--- config.mk ---
export PLATFORM = sky130hd
export DESIGN_NAME = id_ex_pipe_reg
export DESIGN_NICKNAME = d
export VERILOG_FILES = /design/src/rtl/id_ex_pipe_reg.sv
export SDC_FILE = /design/constraint.sdc
export NUM_CORES = 1
export LEC_CHECK = 0
export ABC_CLOCK_PERIOD_IN_PS = 9850
export CORE_AREA = 2 2 150 152
export DETAILED_ROUTE_END_ITERATION = 16
export DIE_AREA = 0 0 152 154
export MAX_ROUTING_LAYER = met4
export PLACE_DENSITY = 0.77
export SYNTH_ARGS = -nofsm -noshare
export SYNTH_HDL_FRONTEND = slang
export SYNTH_SLANG_ARGS = --single-unit
--- constraint.sdc ---
create_clock -name clk_i -period 9.85 [get_ports clk_i]
set_input_delay 2.4625 -clock clk_i [delete_from_list [all_inputs] [get_ports clk_i]]
set_output_delay 2.4625 -clock clk_i [all_outputs]
set_load 0.05 [all_outputs]
--- src/rtl/id_ex_pipe_reg.sv ---
// ID->EX pipeline register.
// Captures the decoded operands, immediate, instruction and ALU op, and
// registers the M/WB control bundles decoded from the op code. Adds a valid
// bit plus stall (hold) and flush (bubble). Priority is rst > flush > stall > load.
// Optional macro ID_EX_PERF_CNT_EN adds saturating stall and bubble counters.
// With the macro undefined, both counter outputs are tied to zero.
module id_ex_pipe_reg #(
    parameter int XLEN      = 32,
    parameter int ILEN      = 32,   // must be >= 25 so that instr[24:20] exists
    parameter int OP_W      = 4,
    parameter int REG_IDX_W = 5,
    parameter int CNT_W     = 16
) (
    input  logic                 clk_i,
    input  logic                 rst_i,
    input  logic                 stall_i,
    input  logic                 flush_i,
    input  logic                 valid_i,
    input  logic [XLEN-1:0]      pc_i,
    input  logic [XLEN-1:0]      rs1_data_i,
    input  logic [XLEN-1:0]      rs2_data_i,
    input  logic [XLEN-1:0]      imm_i,
    input  logic [ILEN-1:0]      instr_i,
    input  logic [OP_W-1:0]      op_i,
    input  logic                 alu_src_i,
    output logic                 valid_o,
    output logic [XLEN-1:0]      pc_o,
    output logic [XLEN-1:0]      rs1_data_o,
    output logic [XLEN-1:0]      rs2_data_o,
    output logic [XLEN-1:0]      imm_o,
    output logic [ILEN-1:0]      instr_o,
    output logic [OP_W-1:0]      op_o,
    output logic                 alu_src_o,
    output logic [REG_IDX_W-1:0] rs1_idx_o,
    output logic [REG_IDX_W-1:0] rs2_idx_o,
    output logic [REG_IDX_W-1:0] rd_idx_o,
    output logic [2:0]           mem_ctrl_o,
    output logic [1:0]           wb_ctrl_o,
    output logic [CNT_W-1:0]     stall_cnt_o,
    output logic [CNT_W-1:0]     bubble_cnt_o
);

    // Register index fields are sliced from the incoming instruction.
    // They are never derived from instr_o.
    logic [REG_IDX_W-1:0] w_rs1_idx;
    logic [REG_IDX_W-1:0] w_rs2_idx;
    logic [REG_IDX_W-1:0] w_rd_idx;
    logic [2:0]           w_mem_ctrl;   // {mem_read, mem_write, branch}
    logic [1:0]           w_wb_ctrl;    // {mem_to_reg, reg_write}
    logic                 w_load;

    assign w_rs1_idx = instr_i[15 +: REG_IDX_W];
    assign w_rs2_idx = instr_i[20 +: REG_IDX_W];
    assign w_rd_idx  = instr_i[7  +: REG_IDX_W];
    assign w_load    = !flush_i && !stall_i;

    // Decode the control bundles from the op code. An empty slot carries no side effects.
    always_comb begin
        w_mem_ctrl = 3'b000;
        w_wb_ctrl  = 2'b00;
        if (valid_i) begin
            case (op_i)
                OP_W'(4'b0000), OP_W'(4'b0001), OP_W'(4'b0010),
                OP_W'(4'b0011), OP_W'(4'b0100), OP_W'(4'b1000): begin
                    w_mem_ctrl = 3'b000;
                    w_wb_ctrl  = 2'b01;
                end
                OP_W'(4'b0101): begin   // ld
                    w_mem_ctrl = 3'b100;
                    w_wb_ctrl  = 2'b11;
                end
                OP_W'(4'b0110): begin   // sd
                    w_mem_ctrl = 3'b010;
                    w_wb_ctrl  = 2'b00;
                end
                OP_W'(4'b0111): begin   // beq
                    w_mem_ctrl = 3'b001;
                    w_wb_ctrl  = 2'b00;
                end
                default: begin
                    w_mem_ctrl = 3'b000;
                    w_wb_ctrl  = 2'b00;
                end
            endcase
        end
    end

    // Control fields: a flush clears them, a stall holds them, and otherwise they load.
    always_ff @(posedge clk_i or posedge rst_i) begin
        if (rst_i) begin
            valid_o    <= 1'b0;
            op_o       <= '0;
            alu_src_o  <= 1'b0;
            mem_ctrl_o <= 3'b000;
            wb_ctrl_o  <= 2'b00;
        end else if (flush_i) begin
            valid_o    <= 1'b0;
            op_o       <= '0;
            alu_src_o  <= 1'b0;
            mem_ctrl_o <= 3'b000;
            wb_ctrl_o  <= 2'b00;
        end else if (!stall_i) begin
            valid_o    <= valid_i;
            op_o       <= op_i;
            alu_src_o  <= alu_src_i;
            mem_ctrl_o <= w_mem_ctrl;
            wb_ctrl_o  <= w_wb_ctrl;
        end
    end

    // Data and index fields load only when neither flush nor stall is asserted.
    // A bubble leaves stale data behind, but the cleared controls make it inert.
    always_ff @(posedge clk_i or posedge rst_i) begin
        if (rst_i) begin
            pc_o       <= '0;
            rs1_data_o <= '0;
            rs2_data_o <= '0;
            imm_o      <= '0;
            instr_o    <= '0;
            rs1_idx_o  <= '0;
            rs2_idx_o  <= '0;
            rd_idx_o   <= '0;
        end else if (w_load) begin
            pc_o       <= pc_i;
            rs1_data_o <= rs1_data_i;
            rs2_data_o <= rs2_data_i;
            imm_o      <= imm_i;
            instr_o    <= instr_i;
            rs1_idx_o  <= w_rs1_idx;
            rs2_idx_o  <= w_rs2_idx;
            rd_idx_o   <= w_rd_idx;
        end
    end

`ifdef ID_EX_PERF_CNT_EN
    logic [CNT_W-1:0] r_stall_cnt;
    logic [CNT_W-1:0] r_bubble_cnt;
    logic             w_stall_evt;
    logic             w_bubble_evt;

    assign w_stall_evt  = stall_i && !flush_i;
    assign w_bubble_evt = flush_i || (!stall_i && !valid_i);

    // Saturating event counters that stop at all-ones and never wrap.
    always_ff @(posedge clk_i or posedge rst_i) begin
        if (rst_i) begin
            r_stall_cnt  <= '0;
            r_bubble_cnt <= '0;
        end else begin
            if (w_stall_evt && (r_stall_cnt != {CNT_W{1'b1}}))
                r_stall_cnt <= r_stall_cnt + 1'b1;
            if (w_bubble_evt && (r_bubble_cnt != {CNT_W{1'b1}}))
                r_bubble_cnt <= r_bubble_cnt + 1'b1;
        end
    end

    assign stall_cnt_o  = r_stall_cnt;
    assign bubble_cnt_o = r_bubble_cnt;
`else
    assign stall_cnt_o  = '0;
    assign bubble_cnt_o = '0;
`endif

endmodule

**Word-level counts from Yosys, hierarchy flattened**

Memories as Yosys holds them, arrays and structs flattened.
Cells that the tools add are included.

- Eq/ne operators: 1
- Multiplexer cells: 12
- Reduce and logical (&&, ||, !) cells: 3

Operator list:

| operator | count |
|---|---|
| $mux 3 | 3 |
| $mux 4 | 2 |
| $mux 2 | 3 |
| $mux 1 | 4 |
| $logic_not 1->1 | 2 |
| $ne 2x1->1 const B | 1 |
| $logic_and 1x1->1 | 1 |

- Flip-flop bits (word level): 186
- Memory bits (read-only): 80
- Bits of input ports: 170
- Word-level logic and storage cells: 30
- Memories: 1

Memory list:

| memory | depth | width | rd ports | clocked after Yosys merged registers in | wr ports | RTL line | source |
|---|---|---|---|---|---|---|---|
| (name not given) | 16 | 5 | 1 | 0 | 0 | 62 | `case (op_i)` |

**Logic depth before layout (Yosys ltp)**

An unclocked memory read counts as a cell.

- Word-level depth: 4
- Depth in mapped cells: 5
- Gate-level depth less buffers: 2

**Worst setup path after synthesis**

OpenSTA, ideal clock, no wires.

- Path kind: input -> register
- From: input port flush_i
- To: register imm_o[10]
- Library setup time: 125 ps
- Arrival time: 3349 ps
- Data required time: 9725 ps
- Setup slack: 6376 ps
- Stages: 5
- Cell sequence: buf_6 -> nor2_8 -> buf_12 -> buf_12 -> mux2_4

- Longest elaborated chain between the ends: 2

Ends and longest elaborated chain:

| what | RTL line | source |
|---|---|---|
| from (decl) | 17 | `input logic flush_i,` |
| $logic_not 1->1 | 55 | `assign w_load = !flush_i && !stall_i;` |
| $logic_and 1x1->1 | 55 |  |
| to (signal assigned) | 127 | `imm_o <= imm_i;` |
| to (decl) | 30 | `output logic [XLEN-1:0] imm_o,` |

No other way between the ends.
A chain may end at the register's enable or synchronous reset.

**Worst setup path after layout**

- From: input port stall_i
- To: register instr_o[7]

- Longest elaborated chain between the ends: 2

Ends and longest elaborated chain:

| what | RTL line | source |
|---|---|---|
| from (decl) | 16 | `input logic stall_i,` |
| $logic_not 1->1 | - |  |
| $logic_and 1x1->1 | 55 |  |
| to (signal assigned) | 128 | `instr_o <= instr_i;` |
| to (decl) | 31 | `output logic [ILEN-1:0] instr_o,` |

No other way between the ends.

==> flow_metrics.py <==
metrics = {
    "clock_tree": {
        "path_clk_slew_ns": 0.06,
        "cts_root_buffer": "clkbuf_16",
        "ctsResizeCount": 0,
        "cts_inserted_buffers": 17,
        "cts-htree-levels": 4,
        "cts.path.max_buffers": 2,
        "clock_sinks": 170,
        "post-cts-setup-buffers": 0,
        "cts_tree": "yes",
        "holdBufCountCts": 0,
        "clk_latency_ns": 0.42,
    },
    "placement": {
        "post-dp-hpwl_mm": 12.9,
        "placed_cells": 1027,
        "place.port_buffers": 355,
        "place_congestion": 0.766,
    },
    "sta": {
        "setup_viol": 0,
        "finalCriticalPeriod_ns": 5.11,
        "finalCritPeriodShare_pct": 51.9,
        "fin_skew_ns": 0,
        "rsz0062_at_grt": "no",
        "slew_viol_final": 0,
        "tightest_slew_ns": 0.998,
        "max_slew_margin_pct": 33.5,
        "maxClockFrequency_mhz": 196,
        "tns_ns": 0,
        "hold_viol_final": 0,
    },
    "logic_synthesis": {
        "synthTopCellsByCount": "dfrtp_1 (170), mux2_4 (100), mux2_2 (60), buf_4 (54), buf_12 (11)",
        "yosysTopAreaCellShare_pct": 58.4,
        "async_flop_share_pct": 100,
        "synth.yosys.seq_area_share_pct": 58.4,
        "yosysTopAreaCell": "dfrtp_1",
        "synthesis.area_um2": 7280,
        "synth_edf_count": 0,
        "synth_area_per_cell_um2": 17.2,
        "ys_seq_elements": 170,
        "synth.most_common_cell": "dfrtp_1",
        "synth_ff_type": "dfrtp_1",
        "ys_types": 16,
        "yosysWarningCount": 0,
        "syn_inst": 424,
        "synthTopCellsByArea": "dfrtp_1 (58%), mux2_4 (21%), mux2_2 (9.3%), buf_4 (5.6%), buf_12 (3.0%)",
    },
    "layout": {
        "antenna_cells": 0,
        "area_growth_syn_to_layout_pct": 54.9,
        "fin_nets": 936,
        "fillers": 1824,
        "layout-drive-gt1-share_pct": 25.3,
        "stdcell_count": 1059,
    },
    "critical_path": {
        "crit_type": "in2reg",
        "path_max_fanout": 69,
        "cp_slowest_stage_delay_ns": 0.87,
        "end_kind": "register",
        "critical_path.slowest_cell": "buf_4",
        "arrival_ns": 5.41,
        "cp.required_ns": 10.15,
        "cp_top_family": "buffers and inverters",
        "cp-start-kind": "primary input",
        "crit_chain": "clkdlybuf4s50_1, nor2_8, buf_4, mux2_2",
        "crit_buf_inv": 2,
    },
    "die": {
        "core_um2": 21700,
        "die_x_um": 152,
        "die_y_um": 154,
        "die_area_um2": 23400,
        "ioPinCount": 388,
        "start_util_pct": 33.6,
        "row_count": 54,
    },
    "power_and_ir_drop": {
        "max-vdd-ir-drop_uv": 114,
        "power.leakage_nw": 4.86,
        "power.density_nw_per_um2": 215,
        "p_total_w": 0.00242,
    },
    "drt": {
        "ant_nets": 0,
        "drcViolationCount": 0,
        "viasPerCell": 4.37,
        "drt_iter0_markers": 194,
        "drtPass1Iterations": 4,
        "wl_per_cell_um": 16.9,
        "vias": 4626,
        "wl_mm": 17.9,
    },
    "grt": {
        "grt_max_degree": 70,
        "grt_overflow": 0,
        "grt_antenna_before_repair": 0,
        "grt_use_total_pct": 15.8,
        "grt_pass1_vias": 5028,
        "grt_pass1_wl_mm": 28.4,
    },
    "worst_hold_path": {
        "hold_class": "reg2reg",
    },
    "outcome": {
        "outcome": "completed",
    },
    "flow_run": {
        "cap_violations": 0,
    },
}
## worst paths after layout
path                               startpoint       endpoint  slack (ns)  cells after the start
worst max-delay path                  stall_i     instr_o[7]        4.74                      4
worst min-delay path            mem_ctrl_o[1]  mem_ctrl_o[1]        0.49                      1
worst max register to register    instr_o[17]    instr_o[17]        9.03                      1
worst min register to register  mem_ctrl_o[1]  mem_ctrl_o[1]        0.49                      1
max in group asynchronous               rst_i  rs1_data_o[3]        6.12                      3
min in group asynchronous               rst_i       imm_o[8]        2.50                      2
## power breakdown
part	switching, W	internal (W)	total [W]	leakage, nW
Sequential	0.0000577	0.000797	0.000854	2.01
Combinational	0.000543	0.000354	0.000897	2.56
Clock	0.000301	0.000371	0.000672	0.280
## logic make-up (layout without fill, tap and decap cells)
kind of cell | count (synthesis) | after routing | share of synthesized area (%)
and+or+nand+nor | 13 | 13 | 1.13
other | 1 | 32 | 0.0515
AOI/OAI and AO/OA | 6 | 6 | 0.688
buffers and inverters | 68 | 392 | 8.95
muxes | 166 | 166 | 30.7
DFF | 170 | 170 | 58.4
## placed cells by master (no fill, tap or decap)
master and instances:
clkbuf_16 17, clkbuf_8 2, nor3b_1 1, inv_8 3, nor2_8 1, inv_6 5
mux2i_1 6, clkinv_4 1, clkinvlp_4 3, conb_1 32, a32o_1 4, clkbuf_1 1
nor2_1 7, nor2b_1 3, dfrtp_1 170, mux2_2 60, clkdlybuf4s50_1 355, mux2_4 100
nor4bb_1 1, o21ai_0 2, buf_4 4, bufinv_16 1
## routing by layer
layer,up-vias,global-route usage (%),wire (um)
met5,-,-,0
met4,0,6.28,410
met3,23,5.02,1350
met2,248,24.1,8610
met1,2280,19.7,7570
li1,2075,-,-
## registers in the layout, indices dropped and copies added, names as in the netlist
| name | flops |
|---|---|
| valid_o | 1 |
| alu_src_o | 1 |
| rs2_data_o | 32 |
| instr_o | 32 |
| mem_ctrl_o | 3 |
| wb_ctrl_o | 1 |
| imm_o | 32 |
| op_o | 4 |
| rs1_data_o | 32 |
| pc_o | 32 |
## stage by stage
step,setup slack [ns],area (um2),util (%),hold WS [ns]
global placement,4.30,10700,49.3,0.480
floorplan,2.78,7400,-,0.819
finish,4.74,11300,52.0,0.493
detailed placement,4.29,10700,49.3,0.483
global route,4.59,11300,52.0,0.513
CTS,4.74,11300,52.0,0.497
## layout make-up
cell class | count | area (um2) | share of cell area [%]
clock buffers | 20 | 457 | 4.05
inverters | 1 | 8.76 | 0.0777
well taps | 280 | 350 | 3.11
clock inverters | 12 | 130 | 1.15
repair buffers | 359 | 3580 | 31.8
multi-input cells | 217 | 2490 | 22.1
flip-flops and latches | 170 | 4250 | 37.7
(Power assumes the default switching activity.)
